$ cat src/rtl/fwd_hazard_unit.sv
// Forwarding and load-use hazard control for a 5-stage pipeline.
// Tracks EX/MEM/WB destination metadata and registers per-operand forwarding selects.
module fwd_hazard_unit #(
    parameter int REG_ADDR_W = 5,
    parameter bit RF_BYPASS  = 1'b0
) (
    input  logic                  clk,
    input  logic                  rst_n,
    input  logic                  id_valid,
    input  logic [REG_ADDR_W-1:0] id_rs1,
    input  logic [REG_ADDR_W-1:0] id_rs2,
    input  logic                  id_uses_rs1,
    input  logic                  id_uses_rs2,
    input  logic [REG_ADDR_W-1:0] id_rd,
    input  logic                  id_reg_write,
    input  logic                  id_mem_read,
    input  logic                  hold,
    input  logic                  flush,
    output logic [1:0]            fwd_a_sel,
    output logic [1:0]            fwd_b_sel,
    output logic                  load_use_stall
);

    typedef struct packed {
        logic                  valid;
        logic [REG_ADDR_W-1:0] rd;
        logic                  reg_write;
        logic                  mem_read;
    } entry_t;

    entry_t     ex_q, ex_d;
    entry_t     mem_q, mem_d;
    entry_t     wb_q, wb_d;
    logic [1:0] fwd_a_q, fwd_a_d;
    logic [1:0] fwd_b_q, fwd_b_d;
    logic [1:0] match_a, match_b;
    logic       stall;
    entry_t     id_entry;

    // x0 is hardwired to zero, so a write to it is never a real producer.
    function automatic logic writes(input entry_t e, input logic [REG_ADDR_W-1:0] r);
        return e.valid && e.reg_write && (e.rd == r) && (r != '0);
    endfunction

    function automatic logic [1:0] src_code(
        input logic [REG_ADDR_W-1:0] src,
        input logic                  uses,
        input entry_t                ex,
        input entry_t                mem,
        input entry_t                wb
    );
        logic [1:0] code;
        code = 2'b00;
        if (uses) begin
            if (writes(ex, src))
                code = 2'b01;
            else if (writes(mem, src))
                code = 2'b10;
            else if (writes(wb, src) && !RF_BYPASS)
                code = 2'b11;
        end
        return code;
    endfunction

    always_comb begin
        id_entry.valid     = id_valid;
        id_entry.rd        = id_rd;
        id_entry.reg_write = id_reg_write;
        id_entry.mem_read  = id_mem_read;
    end

    assign match_a = src_code(id_rs1, id_uses_rs1, ex_q, mem_q, wb_q);
    assign match_b = src_code(id_rs2, id_uses_rs2, ex_q, mem_q, wb_q);

    // A load in EX cannot forward until it reaches MEM, so its consumer must wait a cycle.
    assign stall = id_valid && !flush && ex_q.valid && ex_q.mem_read &&
                   ((id_uses_rs1 && writes(ex_q, id_rs1)) ||
                    (id_uses_rs2 && writes(ex_q, id_rs2)));

    always_comb begin
        ex_d    = ex_q;
        mem_d   = mem_q;
        wb_d    = wb_q;
        fwd_a_d = fwd_a_q;
        fwd_b_d = fwd_b_q;
        if (!hold) begin
            mem_d = ex_q;
            wb_d  = mem_q;
            if (flush || stall) begin
                ex_d    = '0;
                fwd_a_d = 2'b00;
                fwd_b_d = 2'b00;
            end else begin
                ex_d    = id_entry;
                fwd_a_d = id_valid ? match_a : 2'b00;
                fwd_b_d = id_valid ? match_b : 2'b00;
            end
        end
    end

    always_ff @(posedge clk or negedge rst_n) begin
        if (!rst_n) begin
            ex_q    <= '0;
            mem_q   <= '0;
            wb_q    <= '0;
            fwd_a_q <= 2'b00;
            fwd_b_q <= 2'b00;
        end else begin
            ex_q    <= ex_d;
            mem_q   <= mem_d;
            wb_q    <= wb_d;
            fwd_a_q <= fwd_a_d;
            fwd_b_q <= fwd_b_d;
        end
    end

    assign fwd_a_sel      = fwd_a_q;
    assign fwd_b_sel      = fwd_b_q;
    assign load_use_stall = stall;

endmodule

$ cat config.mk
export PLATFORM = sky130hd
export DESIGN_NAME = fwd_hazard_unit
export DESIGN_NICKNAME = d
export VERILOG_FILES = /design/src/rtl/fwd_hazard_unit.sv
export SDC_FILE = /design/constraint.sdc
export NUM_CORES = 1
export LEC_CHECK = 0
export BUFFER_PORTS_ARGS = -buffer_cell sky130_fd_sc_hd__buf_2
export CAP_MARGIN = 20
export CORE_ASPECT_RATIO = 0.6
export CORE_UTILIZATION = 40
export DETAILED_ROUTE_END_ITERATION = 8
export GPL_ROUTABILITY_DRIVEN = 0
export SETUP_SLACK_MARGIN = 0.5
export SLEW_MARGIN = 20
export SYNTH_ARGS = -nofsm -noshare
export SYNTH_HDL_FRONTEND = slang
export SYNTH_SLANG_ARGS = --single-unit
export TNS_END_PERCENT = 1
$ cat constraint.sdc
create_clock -name clk -period 5.6 [get_ports clk]
set_clock_uncertainty 0.15 [all_clocks]
set_input_delay 0.56 -clock clk [delete_from_list [all_inputs] [get_ports clk]]
set_output_delay 0.56 -clock clk [all_outputs]
set_load 0.05 [all_outputs]
Word-level counts from Yosys, hierarchy flattened
Cells that the tools add are included.
{ "word_totals": {"reg_bits": 26, "inputBits": 24, "out_inout_bits": 5, "word_cells": 57} }
{ "classes": {"n_reduce_logical": 26, "eq_ne": 6, "muxes": 13} }
{ "ops": {"columns": ["cell", "n"], "rows": [
  ["$eq 5x5->1", 6],
  ["$mux 2", 12],
  ["$logic_and 1x1->1", 21],
  ["$reduce_bool 5->1", 2],
  ["$mux 8", 1],
  ["$logic_or 1x1->1", 2],
  ["$logic_not 1->1", 1]
]} }

Logic depth before layout (Yosys ltp)
Gate-level depths: netlist (run 1).
{ "logic_depth": {"ltp_word": 9, "depth_mapped": 7, "mapped_depth_nobuf": 5} }

Worst setup path after synthesis (run 1)
No wires, ideal clock.
{ "synth_timing": {"kind": "input port to output port", "from": "input port id_rs1[0]", "to": "output port load_use_stall", "path_buffers": 1, "slack_ns": 2.831, "arrival_ns": 2.059, "stages": 6, "required_ns": 4.890, "path_cell_list": "clkbuf_1 > xnor2_1 > nand4_1 > nor2_1 > a22oi_1 > nor2b_1"} }
{ "synth_via": {"elab_chain_len": 6, "word_cells_on_any_way": 7, "classes_between": "1 x eq/ne; 6 x reduce/logical"} }
{ "synth_lines": {"columns": ["element", "line", "source"], "rows": [
  ["start, declared", "10", "input logic [REG_ADDR_W-1:0] id_rs1,"],
  ["$eq 5x5->1", "42", "return e.valid && e.reg_write && (e.rd == r) && (r != '0);"],
  ["$logic_and 1x1->1", "42", null],
  ["$logic_and 1x1->1 *", "42", null],
  ["$logic_and 1x1->1 *", "77", "((id_uses_rs1 && writes(ex_q, id_rs1)) ||"],
  ["$logic_or 1x1->1 *", "77", null],
  ["$logic_and 1x1->1 *", "76", "assign stall = id_valid && !flush && ex_q.valid && ex_q.mem_read &&"],
  ["end, declared", "21", "output logic load_use_stall"]
]} }
Every way passes the cells marked *; elsewhere a longest branch is shown, timed or not.

Worst setup path in the final report (run 1)
{ "layout_timing": {"from": "input port id_rs1[1]", "to": "output port load_use_stall"} }
The elaborated chain is that of the path after synthesis.

==> run metrics, run 1 <==
critical path's largest stage delay 0.55 ns; Worst setup SP type primary input; Leakage Power approximately 0.00076 uW; GR Overflow Total 0; Max-Cap Viols 0; via density per instance roughly 5.6; Critical path origin id_rs1[1]; DR vias around 1100; CP Max Fanout 4; Seq cells post-synth 26; Core ar. ~3400 um2; final worst-path cycle share roughly 48%; mux contribution to synthesized area between 10% and 20%; Req. time, crit path roughly 4.9 ns; Net Switching 122 uW; Flop pwr share around half; final wirelength about 3300 um; DP Cell Count between 150 and 200; Initial DRT Pass Iterations 4; Starting Density ~44%; DRC viols 0; WS Path Type in -> out; initial DRC count 65; die height a little under 50 um; final setup fails 0; P&R area growth vs syn 16.2%; Simple-Gate Fraction of Synth Area between 10% and 20%; vias in the first global route 1101; CP Data Arrival Time roughly 2.0 ns; largest family of logic cells by synthesized area XOR/XNOR gates; maximum vdd drop between 100 and 150 uV; post-route insts no fill 200; crit-path cells buf_2 -> or4_4 -> o211ai_2 -> nor2_1 -> a22oi_1 -> nor2b_1 -> buf_2; Slowest-stage cell, CP or4_4; post-synthesis sequential area ratio between 40% and 50%; initial antenna violation count 0; most frequent CP cell buf_2; Tightest Hold Check Type in -> async; Gate power share between 10% and 20%; Final Critical Period 2.71 ns; reg2reg start ex_q[3]$_DFFE_PN0N_; area of the mapped netlist 1480 um2; post-CTS sizing 0; Die Wd between 80 and 90 um; IO buf count 28; Post-DP HPWL approximately 2500 um; die footprint 3970 um2; post-synth cell types 34; area share of fa/ha/maj cells after synthesis 0%; row count 16; Synth Area in Compound Gates 11.1%; clk_lat worst skew around 0.28 ns; Root Driver clkbuf_8; Max Slew Vio Count 0; fillers approximately 320; max_slew headroom approximately 50%; highest clock rate about 370 MHz; Clock Pin Slew Worst Setup and Hold Paths around 0.09 ns; Sw Ratio between 20% and 30%; Avg Inst Size Synth between 10 and 15 um2; Int Power around 340 uW; # diodes 0; # IOs 29; Power per Cell Area roughly 270 nW/um2; H-tree depth 1; status complete, no violations; Post-Syn Nets between 150 and 200; worst slew pin tran 0.762 ns; Setup Buffers After CTS 0; drt wl/cell around 16 um; Final Util about half; CTS tree done; Worst Setup End Kind primary output; Hold Vio Cnt, Final 0; unrepaired setup endpoints after global routing no; All-Layer GR Usage between 10% and 20%; Clock power frac between 30 and 40%; nets 180; Synth Area in XOR/XNOR between 10% and 20%; Num Clock Sinks 26; Worst Reg-to-Reg Cells 5; first-pass GRT wire length around 5500 um; Clock Tree Buf Depth 2; number of CTS-inserted buffers 3; remaining antenna violation count 0; final setup TNS 0 ns; Mapped Cells approximately 130; Yosys warnings 0; fraction of final layout cells sized beyond drive strength 1 34.2%; largest net degree at the start of global routing 28; CTS Hold Bufs 0
==> worst max-delay path: cells and delay by family <==
kind,cells,cell delay (ns)
AO/OA/AOI/OAI,2,0.39
buffers and inverters,2,0.34
AND/OR/NAND/NOR,3,0.71
==> path summary, 6_finish.rpt <==
path / endpoint / slack, ns
min: wb_q[3]$_DFFE_PN0N_ / 0.11
min reg2reg: fwd_b_sel[0]$_DFFE_PN0N_ / 0.36
max in group asynchronous: ex_q[5]$_DFFE_PN0N_ / 4.81
max: load_use_stall / 2.89
max reg2reg: fwd_b_sel[0]$_DFFE_PN0N_ / 3.57
min in group clk: ex_q[1]$_DFFE_PN0N_ / 0.34
==> cell usage after synthesis <==
| cell type | count | area (um2) |
|---|---|---|
| a21o_1 | 1 | 7.51 |
| xnor2_1 | 24 | 210 |
| nand2_1 | 5 | 18.8 |
| nor3_2 | 1 | 10.0 |
| or4_1 | 2 | 15.0 |
| nand3_1 | 2 | 10.0 |
| a211oi_1 | 1 | 7.51 |
| or4_4 | 1 | 11.3 |
| a2111oi_0 | 1 | 8.76 |
| o21a_1 | 1 | 7.51 |
| nor4_4 | 1 | 21.3 |
| buf_1 | 1 | 3.75 |
| inv_1 | 1 | 3.75 |
| nor2b_1 | 2 | 12.5 |
| and2_1 | 2 | 12.5 |
| nor2_1 | 4 | 15.0 |
| mux2_2 | 14 | 158 |
| nor4_1 | 2 | 12.5 |
| or3_1 | 1 | 6.26 |
| nand3b_1 | 1 | 7.51 |
| buf_6 | 1 | 11.3 |
| a32o_1 | 1 | 10.0 |
| and4b_1 | 1 | 10.0 |
| nand2b_1 | 1 | 6.26 |
| nand4_1 | 6 | 37.5 |
| a22o_1 | 8 | 70.1 |
| a22oi_1 | 1 | 7.51 |
| buf_2 | 1 | 5.00 |
| dfrtp_1 | 26 | 651 |
| xor2_1 | 6 | 52.6 |
| o211ai_2 | 1 | 12.5 |
| a32o_2 | 3 | 33.8 |
| nor3_1 | 2 | 10.0 |
| clkbuf_1 | 2 | 7.51 |
==> state kept, by name, indices dropped and copies added (netlist names) <==
name and cells:
fwd_b_sel 2, mem_q 7, fwd_a_sel 2, wb_q 7, ex_q 8
==> layout by cell type (no fill, tap or decap), types with 2 or more instances in the layout <==
master    instances
and2_1            2
xnor2_1          24
or4_1             2
a22o_1            8
nand4_1           6
clkbuf_8          3
xor2_1            6
nor3_1            2
nor2_1            4
nor4_1            2
dfrtp_1          26
mux2_2           14
nand2_1           5
nand3_1           2
a32o_2            3
nor2b_1           2
buf_2            28
==> power by group through the flow <==
| stage | logic (uW) | registers (uW) | clock network, uW |
|---|---|---|---|
| after CTS | 82.6 | 225 | 163 |
| after detailed placement | 82.1 | 229 | 0 |
| after global placement | 80.2 | 228 | 0 |
| final | 82.0 | 225 | 160 |
| after floorplan | 56.8 | 223 | 0 |
| after global routing | 90.2 | 228 | 174 |
==> per-stage QoR <==
step / power [uW] / hold slack (ns) / instance area (um2) / setup WS (ns)
2_1_floorplan: 280 / 0.114 / 1480 / 2.83
3_3_place_gp: 309 / 0.324 / 1650 / 2.92
3_5_place_dp: 311 / 0.329 / 1650 / 2.90
4_1_cts: 470 / 0.138 / 1720 / 2.90
5_1_grt: 492 / 0.152 / 1720 / 2.81
6_report: 467 / 0.114 / 1720 / 2.89
==> routing by layer <==
metal / vias to the layer above / global-route usage, % / wire, um / share of wire, %
li1: 536 / - / - / -
met1: 540 / 29.5 / 1690 / 52
met2: 36 / 24.2 / 1320 / 40
met3: 4 / 5.05 / 209 / 6.4
met4: 0 / 5.65 / 40 / 1.2
met5: - / 0 / 0 / 0
==> logic make-up after synthesis <==
family / after synthesis
and+or+nand+nor: 34
muxes: 14
DFF: 26
xor gates and xnor gates: 30
AOI/OAI and AO/OA: 18
buffers and inverters: 6
==> layout make-up <==
class | count | area (um2) | area share [%]
inverter | 1 | 3.75 | 0.218
clock buffer | 3 | 41.3 | 2.39
tap | 45 | 56.3 | 3.27
timing repair buffer | 28 | 140 | 8.13
sequential | 26 | 651 | 37.7
clock inverter | 1 | 30.0 | 1.74
multi-input combinational | 96 | 802 | 46.5
Note: power is estimated with default switching activity, not from simulation.
==> run 2: changes to the inputs <==
==> constraint.sdc (replaced) <==
create_clock -name clk -period 2.5 [get_ports clk]
set_clock_uncertainty 0.15 [all_clocks]
set_input_delay 0.25 -clock clk [delete_from_list [all_inputs] [get_ports clk]]
set_output_delay 0.25 -clock clk [all_outputs]
set_load 0.05 [all_outputs]
==> run 2 against run 1 <==
Against the previous run: wire length is 6.7% higher; flip-flop and latch count stayed put; worst setup slack worse by 2.4 ns; die area stayed put; core utilization is 3.7 points higher; critical path type is now reg -> out.
==> run metrics, run 2 (synthesis gave the netlist of run 1 again) <==
status complete, no violations; post-route insts no fill between 200 and 250; row count 16; DR vias ~1100; H-tree depth 1; Worst Setup End Kind primary output; Post-DP HPWL roughly 2600 um; P&R area growth vs syn 24.7%; largest net degree at the start of global routing 27; met3 usage 6.36%; highest clock rate between 400 and 500 MHz; worst slew pin tran between 0.5 and 0.6 ns; Clock Tree Buf Depth 2; Max-Cap Viols 0; Reg area around 650 um2; # IOs 29; final wirelength approximately 3500 um; Power per Cell Area around 570 nW/um2; maximum vdd drop between 300 and 400 uV; CP Data Arrival Time about 1.7 ns; area of the multi-input gates about 860 um2; most frequent cells in the layout buf_2, dfrtp_1, xnor2_1; DP Area 1670 um2; die footprint around 4000 um2; drt wl/cell between 15 and 20 um; GR Overflow Total 0; IO buf count 28; fraction of final layout cells sized beyond drive strength 1 between 40 and 50%; Req. time, crit path roughly 2.1 ns; Hold Vio Cnt, Final 0; clk_lat worst skew approximately 0.27 ns; All-Layer GR Usage 20.0%; Sw Ratio ~26%; Num Clock Sinks 26; DRC viols 0; Clock power frac between 30% and 40%; Die Wd 80.6 um; final setup TNS 0 ns; Gate power share about a fifth; Initial DRT Pass Iterations 4; reg2reg start ex_q[3]$_DFFE_PN0N_; max_slew headroom a little over 60%; Tightest Hold Check Type in -> reg; CP Max Fanout 4; Root Driver clkbuf_8; max FFs per register 8; Largest regs ex_q (8), mem_q (7), wb_q (7); Clock Pin Slew Worst Setup and Hold Paths about 0.090 ns; commonest non-fill, non-tap cell in the layout buf_2; WS Path Type reg -> out; CTS tree done; Max Slew Vio Count 0; M2 GR Usage about 28%; Flop pwr share a little under half; final instance area roughly 1900 um2; final setup fails 0; # diodes 0; initial DRC count between 80 and 90; unrepaired setup endpoints after global routing yes; first-pass GRT wire length about 5800 um; remaining antenna violation count 0; DP Cell Count about 200; hold_ws 0.0394 ns; Net Switching ~270 uW; Core ar. ~3400 um2; Critical path origin ex_q[3]$_DFFE_PN0N_; via density per instance between 5 and 6; vias in the first global route 1129; Most flops, register ex_q; Worst setup SP type flip-flop; Leakage Power 0.000820 uW; routing usage on met1 29.9%; Starting Density between 40% and 50%; initial antenna violation count 0; die height slightly below 50 um; GRT Max-Usage Layer met1; final worst-path cycle share approximately 82%; Int Power slightly below 800 uW; nets approximately 190; Final Critical Period 2.05 ns; fillers roughly 320; number of CTS-inserted buffers 3; min-delay src id_rd[1]
==> run 2: changes by cell type in the layout (fill, tap and decap cells not counted), sizes merged <==
cell and change:
buf +6, dlygate4sd3 +1
==> run 2: worst paths after layout <==
| path | endpoint | slack, ns | depth (start not counted) |
|---|---|---|---|
| worst max-delay path | load_use_stall | 0.45 | 6 |
| worst min-delay path | ex_q[3]$_DFFE_PN0N_ | 0.04 | 2 |
| worst max register to register | fwd_b_sel[1]$_DFFE_PN0N_ | 0.52 | 6 |
| worst min register to register | fwd_a_sel[0]$_DFFE_PN0N_ | 0.34 | 1 |
| max in group asynchronous | ex_q[5]$_DFFE_PN0N_ | 1.43 | 2 |
| min in group asynchronous | wb_q[6]$_DFFE_PN0N_ | 0.36 | 2 |
==> run 2: power by group through the flow <==
| stage | clock network, uW | registers (uW) | logic [uW] |
|---|---|---|---|
| after floorplan | 0 | 500 | 127 |
| after global placement | 0 | 511 | 184 |
| after detailed placement | 0 | 514 | 186 |
| after CTS | 354 | 507 | 203 |
| after global routing | 380 | 513 | 223 |
| final | 345 | 508 | 205 |
==> run 2: critical path, stage by stage, from the launching register on <==
cell	delay, ns
dfrtp_2	0.47
xnor2_2	0.18
nand2_1	0.12
nor3_4	0.24
a22oi_2	0.08
nor2b_2	0.13
buf_6	0.16
==> run 2: area by class of cell <==
cell class / count / share of cell area, %
clock inverter: 1 / 1.62
timing repair buffer: 35 / 10.9
inverter: 1 / 0.203
tap: 45 / 3.04
clock buffer: 3 / 2.23
sequential: 26 / 35.4
multi-input combinational: 96 / 46.7
==> run 2: metal layers <==
layer  up-vias  share of wire [%]
met1       559                 48
met4         0               0.98
met3         4                7.7
met5         -                  0
met2        38                 44
li1        537                  -
==> run 2: metrics by stage <==
| stage | util, % | total power (uW) | setup WS [ns] |
|---|---|---|---|
| finish | 54.4 | 1060 | 0.451 |
| global route | 54.4 | 1120 | 0.297 |
| CTS | 54.2 | 1060 | 0.474 |
| detailed placement | 49.1 | 700 | 0.388 |
| global placement | 49.1 | 694 | 0.418 |
| floorplan | - | 627 | 0.550 |
==> run 2: timing repair <==
action                                  CTS  global route
endpoints found under the hold margin    26             0
pin swaps                                 8             0
resized for setup                        14             1
endpoints found under the setup margin    5            13
hold buffers                              1             0
buffers inserted                          4             0
cloned                                    0             0
